$ cat config.mk
export PLATFORM = sky130hd
export DESIGN_NAME = uart_tx
export DESIGN_NICKNAME = d
export VERILOG_FILES = /design/src/rtl/uart_tx.sv
export SDC_FILE = /design/constraint.sdc
export NUM_CORES = 1
export LEC_CHECK = 0
export ABC_AREA = 1
export BUFFER_PORTS_ARGS = -buffer_cell sky130_fd_sc_hd__buf_2
export CAP_MARGIN = 20
export CELL_PAD_IN_SITES_DETAIL_PLACEMENT = 2
export CELL_PAD_IN_SITES_GLOBAL_PLACEMENT = 2
export CORE_ASPECT_RATIO = 1.25
export CORE_UTILIZATION = 33
export CTS_CLUSTER_SIZE = 30
export DETAILED_ROUTE_END_ITERATION = 12
export GPL_TIMING_DRIVEN = 0
export MAX_ROUTING_LAYER = met4
export PLACE_DENSITY = 0.84
export SLEW_MARGIN = 25
export SYNTH_ARGS = -nofsm -noshare
export SYNTH_HDL_FRONTEND = slang
export SYNTH_SLANG_ARGS = --single-unit
$ cat constraint.sdc
create_clock -name clk_i -period 1.6 [get_ports clk_i]
set_input_delay 0 -clock clk_i [delete_from_list [all_inputs] [get_ports clk_i]]
set_output_delay 0 -clock clk_i [all_outputs]
set_load 0.03 [all_outputs]
$ cat src/rtl/uart_tx.sv
// rtl/uart_tx.sv - UART serial transmitter with optional parity and per-frame bit-time prescale
//
// Purpose: serialises one DATA_WIDTH-bit word per frame as
//   start(0), data LSB first, optional parity, stop(1).
// Each bit lasts prescale+1 clock cycles. The word and the frame options are
// captured when the frame is accepted and held until the frame ends.
//
// Ports:
//   clk_i         clock, all state on its rising edge
//   rst_i         asynchronous active-high reset
//   p_data_i      word to transmit
//   data_valid_i  send request, only looked at while idle
//   par_en_i      1 = insert a parity bit after the data bits
//   par_typ_i     parity type, 0 = even, 1 = odd
//   prescale_i    bit time minus one, in clock cycles
//   tx_out_o      serial line, straight from a flop, idles high
//   busy_o        high while a frame is in progress
module uart_tx #(
   parameter int DATA_WIDTH = 8
) (
   input  logic                  clk_i,
   input  logic                  rst_i,
   input  logic [DATA_WIDTH-1:0] p_data_i,
   input  logic                  data_valid_i,
   input  logic                  par_en_i,
   input  logic                  par_typ_i,
   input  logic [4:0]            prescale_i,
   output logic                  tx_out_o,
   output logic                  busy_o
);

   localparam int IW = (DATA_WIDTH > 1) ? $clog2(DATA_WIDTH) : 1;

   typedef enum logic [2:0] {
      IDLE,
      START,
      DATA,
      PARITY,
      STOP
   } state_t;

   state_t                state_q;
   logic [DATA_WIDTH-1:0] data_q;
   logic                  par_en_q;
   logic                  par_typ_q;
   logic [4:0]            prescale_q;
   logic [4:0]            timer_q;
   logic [4:0]            timer_d;
   logic [IW-1:0]         idx_q;
   logic [IW-1:0]         idx_d;
   logic                  tx_q;
   logic                  busy_q;
   logic                  bit_done;
   logic                  parity_bit;

   // The last cycle of the current bit is the one where the timer has
   // reached the captured prescale; prescale=0 makes every cycle a bit end.
   assign bit_done   = (timer_q == prescale_q);
   assign timer_d    = bit_done ? 5'd0 : timer_q + 5'd1;
   assign idx_d      = idx_q + IW'(1);
   assign parity_bit = (^data_q) ^ par_typ_q;

   // tx_q is loaded with the value of the bit being entered, so the line
   // changes on the same edge as the state and never passes through logic.
   always_ff @(posedge clk_i or posedge rst_i) begin
      if (rst_i) begin
         state_q    <= IDLE;
         data_q     <= '0;
         par_en_q   <= 1'b0;
         par_typ_q  <= 1'b0;
         prescale_q <= 5'd0;
         timer_q    <= 5'd0;
         idx_q      <= '0;
         tx_q       <= 1'b1;
         busy_q     <= 1'b0;
      end else begin
         case (state_q)
            IDLE: begin
               timer_q <= 5'd0;
               idx_q   <= '0;
               if (data_valid_i) begin
                  data_q     <= p_data_i;
                  par_en_q   <= par_en_i;
                  par_typ_q  <= par_typ_i;
                  prescale_q <= prescale_i;
                  state_q    <= START;
                  tx_q       <= 1'b0;
                  busy_q     <= 1'b1;
               end else begin
                  tx_q   <= 1'b1;
                  busy_q <= 1'b0;
               end
            end
            START: begin
               timer_q <= timer_d;
               if (bit_done) begin
                  state_q <= DATA;
                  idx_q   <= '0;
                  tx_q    <= data_q[0];
               end
            end
            DATA: begin
               timer_q <= timer_d;
               if (bit_done) begin
                  if (idx_q == IW'(DATA_WIDTH - 1)) begin
                     if (par_en_q) begin
                        state_q <= PARITY;
                        tx_q    <= parity_bit;
                     end else begin
                        state_q <= STOP;
                        tx_q    <= 1'b1;
                     end
                  end else begin
                     idx_q <= idx_d;
                     tx_q  <= data_q[idx_d];
                  end
               end
            end
            PARITY: begin
               timer_q <= timer_d;
               if (bit_done) begin
                  state_q <= STOP;
                  tx_q    <= 1'b1;
               end
            end
            STOP: begin
               timer_q <= timer_d;
               if (bit_done) begin
                  state_q <= IDLE;
                  busy_q  <= 1'b0;
               end
            end
            default: begin
               state_q <= IDLE;
               tx_q    <= 1'b1;
               busy_q  <= 1'b0;
            end
         endcase
      end
   end

   assign tx_out_o = tx_q;
   assign busy_o   = busy_q;

endmodule

-- Yosys cells after proc, flatten, opt, wreduce, memory -nomap -nowiden
Index checks and enable logic that the tools add are counted.
- add/sub/neg operators: 2
- magnitude comparators: 1
- equal/unequal tests: 13
- multiplexer cells: 25
- bitwise logic cells: 3
- reductions and logical operators: 11
- operators by type and width (kind ; number):
    2-to-1 mux 3 bit ; 9
    one-hot mux 3 bit (5 select lines) ; 1
    inequality test 2 bit (second input constant) ; 7
    one-hot mux 5 bit (2 select lines) ; 1
    2-to-1 mux 1 bit ; 9
    one-hot mux 3 bit (3 select lines) ; 1
    AND reduction 4 bit ; 2
    XOR reduction 8 bit ; 1
    == test 3 x 2 -> 1 bit (second input constant) ; 2
    == test 3 bit (second input constant) ; 2
    AND reduction 6 bit ; 1
    adder 5 x 1 -> 5 bit (second input constant) ; 1
    == test 5 bit ; 1
    2-to-1 mux 5 bit ; 1
    one-hot mux 1 bit (5 select lines) ; 1
    < comparator 3 x 4 -> 1 bit (second input constant) ; 1
    AND reduction 2 bit ; 2
    OR reduction 4 bit ; 1
    adder 3 x 1 -> 3 bit (second input constant) ; 1
    binary-select mux 1 bit (select 3 bit) ; 1
    == test 3 x 1 -> 1 bit (second input constant) ; 1
    logical NOT 3 bit ; 1
    one-hot mux 1 bit (3 select lines) ; 1
    nonzero test 3 bit ; 1
    4 further kinds ; 5
- register bits after elaboration: 28
- output and inout bits: 2

-- Depth between registers and ports, before layout
Gate-level depths: netlist of the first run.
- word-level depth: 6
- mapped depth: 11

-- Worst setup path after synthesis of the first run
OpenSTA, ideal clock, no wires.
- path type: reg-to-reg
- from: register state_q[0]
- to: register state_q[1]
- setup time: 123 ps
- data arrival time: 1163 ps
- required time: 1477 ps
- slack: 314 ps
- stages on the path, launching flop included: 9
- path through: dfrtp_1 -> nor2_2 -> inv_2 -> nand2_1 -> inv_1 -> o21ai_4 -> nand3b_4 -> nand2_1 -> o21ai_1
- word-level cells in the longest chain between the ends: 3
- RTL lines (item ; line ; text):
    start: declaration ; 42 ; state_t state_q;
    start signal: assignment ; 67 ; state_q <= IDLE;
    start signal: assignment ; 86 ; state_q <= START;
    start signal: assignment ; 97 ; state_q <= DATA;
    == test 3 x 2 -> 1 bit (tied with other cells) ; 77 ; case (state_q)
    inequality test 2 bit (no source line) ; -- ;
    AND reduction 6 bit (no source line) ; -- ;
Several ways; a longest one is shown, not always the timed one.
A chain may end at the register's enable or synchronous reset.

-- Worst setup path in the final report of the first run
- from: register timer_q[3]
- to: register busy_q (netlist: busy_o)
- word-level cells in the longest chain between the ends: 3
- RTL lines (item ; line ; text):
    start: declaration ; 47 ; logic [4:0] timer_q;
    start signal: assignment ; 95 ; timer_q <= timer_d;
    start signal: assignment ; 103 ; timer_q <= timer_d;
    start signal: assignment ; 120 ; timer_q <= timer_d;
    == test 5 bit ; 58 ; assign bit_done = (timer_q == prescale_q);
    inequality test 2 bit (no source line) ; -- ;
    AND reduction 2 bit (no source line) ; -- ;
    end signal: assignment ; 75 ; busy_q <= 1'b0;
    end signal: assignment ; 88 ; busy_q <= 1'b1;
    end signal: assignment ; 91 ; busy_q <= 1'b0;
    end: declaration ; 52 ; logic busy_q;
No other way between the ends.

==> results of run 1 <==
[critical path: cells and delay by family (launching register included)]
kind	cells	cell delay, ns
buffers and inverters	1	0.11
DFF	1	0.48
and+or+nand+nor	8	0.84
[power by group through the flow]
stage / clock network (mW) / registers (mW) / logic, mW
final: 0.592 / 1.29 / 2.17
after global routing: 0.619 / 1.33 / 2.44
after CTS: 0.596 / 1.27 / 1.97
after detailed placement: 0 / 1.28 / 1.93
after global placement: 0 / 1.27 / 1.82
after floorplan: 0 / 1.25 / 1.43
[metal layers]
layer / share of wire / vias up / wire (um)
met2: 0.59 / 17 / 3120
li1: - / 725 / -
met5: 0 / - / 0
met4: 0.011 / 0 / 60
met1: 0.39 / 756 / 2040
met3: 0.010 / 6 / 53
[final timing paths]
kind	cells past startpoint	to	slack (ns)	startpoint
worst max-delay path	9	busy_o	0.01	timer_q[3]
worst min-delay path	4	prescale_q[2]	0.12	data_valid_i
worst max register to register	9	busy_o	0.01	timer_q[3]
worst min register to register	2	idx_q[2]	0.52	idx_q[2]
max in group asynchronous	3	timer_q[0]	0.79	rst_i
min in group asynchronous	3	prescale_q[3]	0.34	rst_i
[flip-flops by register name, summed over array words and instances (netlist names)]
| register | count |
|---|---|
| idx_q | 3 |
| data_q | 8 |
| state_q | 3 |
| par_en_q | 1 |
| tx_out_o | 1 |
| par_typ_q | 1 |
| prescale_q | 5 |
| timer_q | 5 |
| busy_o | 1 |
[kinds of logic after synthesis]
| family | share of synthesized area |
|---|---|
| compound gates | 0.135 |
| xor+xnor | 0.0281 |
| fa+ha+maj | 0.0241 |
| buf+inv | 0.0956 |
| flops | 0.451 |
| mux | 0.0217 |
| simple gates | 0.245 |
[area by class of cell]
class | instances | share of cell area
plain buffers | 3 | 0.00869
clock buffers | 3 | 0.0205
clock inverters | 1 | 0.0149
inverters | 35 | 0.0670
multi-input cells | 135 | 0.358
flip-flops and latches | 28 | 0.349
well taps | 58 | 0.0360
repair buffers | 40 | 0.145
[timing repair]
item,CTS,global route
setup buffers,0,5
endpoints found under the hold margin,42,0
setup endpoints to repair,0,17
gates resized for setup,0,8
hold buffers,16,0
[synthesized netlist by cell type (2+ instances only)]
library cell / n
nand2_1: 42
inv_2: 2
o21ai_1: 5
nor2_1: 27
xnor2_1: 2
o211ai_1: 4
buf_2: 2
o22ai_1: 3
mux2_2: 3
nand3_1: 11
xor2_1: 3
ha_1: 3
dfrtp_1: 27
a21oi_1: 16
inv_1: 32
nand2_2: 2
o21ai_0: 5
nor2_2: 2
[metrics by stage]
stage,setup slack [ns],total power [mW]
after floorplan,0.314,2.68
after global placement,0.0926,3.09
after detailed placement,0.101,3.21
after CTS,0.0869,3.84
after global routing,-0.0826,4.39
final,0.0133,4.05
==> reports/qor.yml, run 1 <==
drt:
  drt_iter0_drc: 38
  wl_per_cell_um: 17.4
  vias: 1504
  wl_mm: 5.27
  via_per_inst: 4.96
  drt_pass1_iterations: 2
  ant_nets: 0
  drc: 0
timing:
  worst_pin_slew_ns: 0.638
  finalSetupTns_ns: 0
  slew_headroom: 0.574
  holdWs_ns: 0.118
  hold_viol_final: 0
  fin_worst_skew_ns: 0.0117
  fin_crit_ns: 1.59
  finalSetupViolations: 0
  fmax_mhz: 630
  maxSlewViolCount: 0
  fin_crit_sh: 0.992
placed_design:
  hpwl_mm: 3.18
  place_area_um2: 1730
  place.gp.congestion: 0.770
  place_inst: 278
  port_buffers: 19
global_routing:
  met1_usage: 0.219
  antenna_found_initial: 0
  use_met3: 0.0216
  grt_pass1_vias: 1690
  overflow: 0
  grt_pass1_wl_mm: 7.85
  grtUsageMet2: 0.418
  top_usage_layer: "met2"
  grt_max_degree: 29
  grt_usage: 0.210
critical_path:
  path_class: "register to register"
  cp_slowest_stage_delay_ns: 0.48
  crit_fanout: 4
  start_kind: "register"
  crit_top_cell: "nand2_1"
  critPathCaptureType: "register"
  crit_slowest_cell: "dfrtp_1"
  cp.arrival_ns: 1.75
  path_cells: "inv_1 -> nand2_1 -> nand2_1 -> nor2_2 -> nand3_2 -> nand2_1 -> nand2_1 -> nand2_1 -> nand2_1"
  worstPathRequired_ns: 1.76
yosys:
  async_flop_share: 1.00
  synth-seq-cells: 28
  synth_warnings: 0
  synth_edf_count: 0
  synth.yosys.seq_area_share: 0.451
  synth_cell_types: 28
  synth_ff_type: "dfrtp_1"
  yosysTopAreaCellShare: 0.434
  synth_area_um2: 1560
  syn_nets: 222
  synth_top_cell_by_area: "dfrtp_1"
  yosys-top-cells-area: "dfrtp_1 43%, nand2_1 10%, inv_1 7.7%"
  syn_avg_cell_area_um2: 7.75
  syn_inst: 201
finish:
  utilization: 0.452
  nets: 267
  mostFrequentLayoutCell: "nand2_1"
  multi_input_area_um2: 722
  area_growth_pct: 29.4
  n_fill_cell: 513
  stdcell_area_um2: 2020
  diodes: 0
  drive_gt1_frac: 0.212
  regArea_um2: 704
  stdcell_count: 303
  layout_common_cells: "42 x nand2_1, 30 x inv_1, 25 x nor2_1, 25 x dfrtp_1, 21 x buf_2"
floorplan:
  floorplan.initialDensity: 0.349
  rows: 27
  dieArea_um2: 5000
  ios: 20
  die_x_um: 63.5
  core_um2: 4460
  die_y_um: 78.8
pwr:
  power_frac_clock: 0.146
  p_int_mw: 2.14
  p_switching_mw: 1.91
  swShare: 0.472
  p_seq_frac: 0.319
  p_comb_frac: 0.535
  leakagePower_nw: 1.02
  pwr_density_cell_nw_per_um2: 2010
  peakVddDrop_uv: 775
clocking:
  cts-buffers-inserted: 3
  clk_pin_slew_worst_paths_ns: 0.11
  cts-root-buf: "clkbuf_8"
  ctsHtreeMaxLevel: 1
  cts_sinks: 28
  cts_tree: "yes"
  cts.path.max_buffers: 2
  worstSkewPairLatency_ns: 0.29
flow_run:
  maxCapViolCount: 0
worst_hold_path:
  hold_path_class: "input port to register"
outcome:
  status: "finished, final reports clean"
Power figures use the tool's default switching activity.
==> inputs of run 2 (changes only) <==
CTS_BUF_LIST = sky130_fd_sc_hd__clkbuf_16   (was unset)
==> reports/qor.yml, run 2 (synthesis gave the netlist of run 1 again) <==
flow_run:
  maxCapViolCount: 0  # unchanged
timing:
  worst_pin_slew_ns: 0.634  # -0.00418 ns
  fin_crit_sh: 0.935  # -0.0568
  hold_viol_final: 1  # +1
  holdWs_ns: -0.00877  # -0.127 ns
  maxSlewViolCount: 0  # unchanged
  fin_worst_skew_ns: 0.00873  # -0.00298 ns
  slew_headroom: 0.577  # +0.00279
  fin_crit_ns: 1.50  # -0.0909 ns
  fmax_mhz: 669  # +6.1%
  finalSetupViolations: 0  # unchanged
worst_hold_path:
  hold_path_class: "input port to register"
global_routing:
  antenna_found_initial: 0  # unchanged
  grt_usage: 0.222  # +0.0125
  grt_max_degree: 29  # unchanged
  grt_pass1_vias: 1690  # unchanged
  overflow: 0  # unchanged
  grt_pass1_wl_mm: 8.22  # +4.7%
drt:
  drt_pass1_iterations: 4  # +2
  via_per_inst: 4.96  # about the same
  vias: 1483  # -1.4%
  ant_nets: 0  # unchanged
  wl_mm: 4.97  # -5.7%
  drt_iter0_drc: 23  # -39%
  wl_per_cell_um: 16.6  # -4.4%
  drc: 0  # unchanged
floorplan:
  floorplan.initialDensity: 0.349  # unchanged
  rows: 27  # unchanged
  ios: 20  # unchanged
  die_x_um: 63.5  # unchanged
  core_um2: 4460  # unchanged
  die_y_um: 78.8  # unchanged
  dieArea_um2: 5000  # unchanged
critical_path:
  start_kind: "register"
  critPathCaptureType: "register"
  path_class: "register to register"
  crit_fanout: 5  # +1
  worstPathRequired_ns: 1.76  # about the same
  path_cells: "inv_2 -> nand2_1 -> nand2_1 -> nor2_2 -> nand3_2 -> nand2_2 -> nand3b_1 -> nand2_1 -> o21ai_1"
  cp.arrival_ns: 1.65  # -0.10 ns
  crit_slowest_cell: "dfrtp_1"
  cp_slowest_stage_delay_ns: 0.46  # -0.02 ns
  crit_top_cell: "nand2_1"
clocking:
  worstSkewPairLatency_ns: 0.28  # about the same
  clk_pin_slew_worst_paths_ns: 0.08  # -0.03 ns
  cts_tree: "yes"
  cts-root-buf: "clkbuf_16"
  ctsHtreeMaxLevel: 1  # unchanged
  cts.path.max_buffers: 2  # unchanged
  cts_sinks: 28  # unchanged
  cts-buffers-inserted: 3  # unchanged
pwr:
  power_frac_clock: 0.185  # +0.039
  peakVddDrop_uv: 720  # -7.2%
  p_int_mw: 2.30  # +7.6%
  pwr_density_cell_nw_per_um2: 2090  # +3.8%
  power.total_mw: 4.24  # +4.5%
  p_seq_frac: 0.308  # -0.011
  p_switching_mw: 1.93  # +1.1%
  leakagePower_nw: 1.01  # -0.45%
  swShare: 0.456  # -0.0154
  p_comb_frac: 0.507  # -0.028
finish:
  layout_common_cells: "42 x nand2_1, 30 x inv_1, 26 x dfrtp_1, 24 x nor2_1, 21 x buf_2"
  mostFrequentLayoutCell: "nand2_1"
  area_growth_pct: 30.3
  utilization: 0.455  # +0.00309
  diodes: 0  # unchanged
  stdcell_area_um2: 2030  # +0.68%
  nets: 263  # -1.5%
  drive_gt1_frac: 0.220  # +0.00767
  top_register: "data_q"
  largest_register_ffs: 8  # unchanged
  largest_registers: "data_q: 8 flops, prescale_q: 5 flops, timer_q: 5 flops"
placed_design:
  hpwl_mm: 3.18  # unchanged
  place.gp.congestion: 0.770  # unchanged
  port_buffers: 19  # unchanged
  place_area_um2: 1730  # unchanged
outcome:
  status: "complete, but fails checks"
  violations: "negative hold slack"
==> run 2: changes by cell type in the layout (fill, tap and decap cells not counted), sizes merged <==
| cell | previous run | this run |
|---|---|---|
| buf | 27 | 26 |
| dlygate4sd3 | 16 | 13 |
==> run 2: metrics by stage <==
step	instances	setup WS (ns)	hold slack, ns	TNS, ns
global placement	278	0.0926	0.232	0
floorplan	201	0.314	0.0647	0
CTS	295	0.0231	0.00962	0
detailed placement	278	0.101	0.126	0
global route	299	-0.0269	0.0118	-0.0339
finish	299	0.104	-0.00877	0
==> run 2: path summary, 6_finish.rpt <==
path | cells past startpoint | slack, ns | to | start
min reg2reg | 2 | 0.52 | idx_q[2] | idx_q[2]
min in group asynchronous | 3 | 0.35 | prescale_q[2] | rst_i
max | 9 | 0.10 | idx_q[1] | timer_q[2]
max in group asynchronous | 3 | 0.79 | timer_q[0] | rst_i
min | 3 | -0.009 | prescale_q[1] | prescale_i[1]
max reg2reg | 9 | 0.10 | idx_q[1] | timer_q[2]
==> run 2: layout make-up <==
type,count,area [um^2]
fillers,517,2430
well taps,58,72.6
clock inverters,1,30.0
repair buffers,36,255
multi-input cells,135,741
flip-flops and latches,28,703
inverters,35,135
plain buffers,3,17.5
clock buffers,3,75.1
==> run 2: critical path, delay by kind of cell (launching register included) <==
kind / cells / cell delay, ns
simple gates: 7 / 0.79
flops: 1 / 0.46
buf+inv: 1 / 0.06
compound gates: 1 / 0.06
==> run 2: metal layers <==
layer | vias up | track usage | wire, um
li1 | 715 | - | -
met1 | 748 | 0.233 | 2040
met2 | 15 | 0.421 | 2820
met3 | 5 | 0.0172 | 48
met4 | 0 | 0.0955 | 72
met5 | - | - | 0
==> run 2: power groups by stage <==
stage	combinational [mW]	clock (mW)	sequential, mW
6_report	2.15	0.783	1.30
5_1_grt	2.43	0.807	1.34
3_5_place_dp	1.93	0	1.28
2_1_floorplan	1.43	0	1.25
4_1_cts	2.04	0.785	1.28
3_3_place_gp	1.82	0	1.27
==> run 2: timing repair <==
item | in CTS | in global routing
hold endpoints to repair | 39 | 0
buffers inserted | 0 | 4
hold buffers | 13 | 0
gates resized for setup | 0 | 10
setup endpoints to repair | 0 | 19
==> inputs of run 3 (changes only) <==
CELL_PAD_IN_SITES_DETAIL_PLACEMENT = 0   (was 2)
CELL_PAD_IN_SITES_GLOBAL_PLACEMENT = 1   (was 2)
CORE_UTILIZATION = 39   (was 33)
PLACE_DENSITY = 0.8   (was 0.84)
==> reports/qor.yml, run 3 (synthesis gave the netlist of run 1 again) <==
outcome:
  status: "finished, final reports clean"
timing:
  holdWs_ns: 0.0273  # +0.0361 ns
  fin_crit_ns: 1.44  # -0.0583 ns
  finalSetupTns_ns: 0  # unchanged
  fin_crit_sh: 0.898  # -0.0364
  worst_pin_slew_ns: 0.601  # -0.0333 ns
  fin_worst_skew_ns: 0.00234  # -0.00639 ns
  slew_headroom: 0.599  # +0.0222
  maxSlewViolCount: 0  # unchanged
  fmax_mhz: 696  # +4.1%
  hold_viol_final: 0  # -1
  finalSetupViolations: 0  # unchanged
  fin_ws_ns: 0.162  # +0.0583 ns
  rsz0062_at_grt: "false"
finish:
  drive_gt1_frac: 0.172  # -0.0484
  utilization: 0.512  # +0.0574
  mostFrequentLayoutCell: "nand2_1"
  stdcell_count: 293  # -2.0%
  n_fill_cell: 402  # -22%
  stdcell_area_um2: 1960  # -3.6%
  largest_registers: "data_q: 8 flops, prescale_q: 5 flops, timer_q: 5 flops"
  largest_register_ffs: 8  # unchanged
  top_register: "data_q"
  nets: 261  # -0.76%
  diodes: 0  # unchanged
  area_growth_pct: 25.5
  layout_common_cells: "42 x nand2_1, 31 x inv_1, 27 x nor2_1, 27 x dfrtp_1, 20 x buf_2"
critical_path:
  worstPathRequired_ns: 1.75  # about the same
  cp.arrival_ns: 1.59  # -0.06 ns
  cp-endpoint: "data_q[0]"
  crit_buf_inv: 2  # +1
  cp_slowest_stage_delay_ns: 0.44  # -0.02 ns
  critPathCaptureType: "register"
  path_cells: "nor2_2 -> nand2_1 -> inv_1 -> nand2_2 -> buf_4 -> nor2_1 -> a21oi_1"
  start_kind: "register"
  crit_cells: 7  # -2
  crit_family: "simple AND/OR/NAND/NOR gates"
  crit_slowest_cell: "dfrtp_1"
  reg2reg_to: "data_q[0]"
  r2r-start: "state_q[0]"
  reg2reg_slack_ns: 0.16  # +0.06 ns
  critPathLaunch: "state_q[0]"
  crit_fanout: 10  # +5
  path_class: "register to register"
  r2r_cells: 7  # -2
clocking:
  cts-root-buf: "clkbuf_16"
  clk_pin_slew_worst_paths_ns: 0.07  # about the same
  cts_sinks: 28  # unchanged
  cts.path.max_buffers: 2  # unchanged
  worstSkewPairLatency_ns: 0.26  # -0.02 ns
  cts_tree: "yes"
  cts-buffers-inserted: 3  # unchanged
  post_cts_buffers: 0  # unchanged
  ctsHtreeMaxLevel: 1  # unchanged
pwr:
  peakVddDrop_uv: 730  # +1.5%
  power_frac_clock: 0.158  # -0.027
  p_switching_mw: 1.59  # -18%
  p_int_mw: 2.07  # -10%
  pwr_density_cell_nw_per_um2: 1870  # -10%
  swShare: 0.434  # -0.0218
  leakagePower_nw: 0.986  # -2.5%
  power.total_mw: 3.66  # -14%
  p_comb_frac: 0.501  # -0.006
  p_seq_frac: 0.341  # +0.033
floorplan:
  die_y_um: 72.7  # -7.8%
  ios: 20  # unchanged
  dieArea_um2: 4250  # -15%
  core_um2: 3820  # -14%
  rows: 25  # -7.4%
  floorplan.initialDensity: 0.408  # +0.0589
  die_x_um: 58.5  # -7.8%
placed_design:
  place.gp.congestion: 0.782  # +1.5%
  place_inst: 274  # -1.4%
  place_area_um2: 1720  # -0.29%
  hpwl_mm: 2.37  # -25%
  port_buffers: 19  # unchanged
  dpl_worst_slack_ns: 0.154  # +0.0534 ns
global_routing:
  antenna_found_initial: 0  # unchanged
  overflow: 0  # unchanged
  grt_pass1_wl_mm: 5.73  # -30%
  grt_max_degree: 29  # unchanged
  grt_pass1_vias: 1289  # -24%
  grt_usage: 0.187  # -0.0357
worst_hold_path:
  hold_path_class: "input port to register"
drt:
  wl_per_cell_um: 11.2  # -33%
  vias: 1343  # -9.4%
  drt_iter0_drc: 25  # +8.7%
  drt_pass1_iterations: 4  # unchanged
  via_per_inst: 4.58  # -7.6%
  drc: 0  # unchanged
  ant_nets: 0  # unchanged
  wl_mm: 3.27  # -34%
flow_run:
  maxCapViolCount: 0  # unchanged
run 3: repair_timing:
| item | in CTS | in global routing |
|---|---|---|
| hold buffers | 15 | 0 |
| gates resized for setup | 0 | 3 |
| endpoints found under the setup margin | 0 | 4 |
| endpoints found under the hold margin | 41 | 0 |
run 3: tightest hold or removal path, stage by stage:
cell and delay [ns]:
buf_2 0.07, nor2_1 0.05, a21oi_1 0.13
run 3: routing by layer:
layer | global-route usage | vias up | part of all wire
met3 | 0.0266 | 5 | 0.018
li1 | - | 709 | -
met1 | 0.229 | 611 | 0.47
met4 | 0.0873 | 0 | 0.020
met2 | 0.303 | 18 | 0.49
met5 | - | - | 0
run 3: power groups by stage:
| stage | Sequential, mW | Clock, mW | Combinational, mW |
|---|---|---|---|
| 2_1_floorplan | 1.25 | 0 | 1.43 |
| 3_3_place_gp | 1.26 | 0 | 1.80 |
| 3_5_place_dp | 1.26 | 0 | 1.82 |
| 4_1_cts | 1.25 | 0.598 | 1.85 |
| 5_1_grt | 1.29 | 0.632 | 2.11 |
| 6_report | 1.25 | 0.578 | 1.83 |
run 3: worst min-delay path by stage:
stage / from / endpoint / slack (ns) / cells after the start
floorplan: rst_i / busy_o / 0.06 / 1
global placement: prescale_i[0] / prescale_q[0] / 0.23 / 2
detailed placement: rst_i / data_q[7] / 0.11 / 2
CTS: par_en_i / par_en_q / 0.03 / 3
global route: par_en_i / par_en_q / 0.08 / 3
finish: par_en_i / par_en_q / 0.03 / 3
run 3: area by class of cell:
class	instances	area [um^2]	area share
plain buffers	3	20.0	0.0102
clock buffers	3	75.1	0.0384
clock inverters	1	3.75	0.00192
inverters	35	131	0.0672
multi-input cells	135	711	0.363
flip-flops and latches	28	702	0.359
well taps	54	67.6	0.0345
repair buffers	34	245	0.125
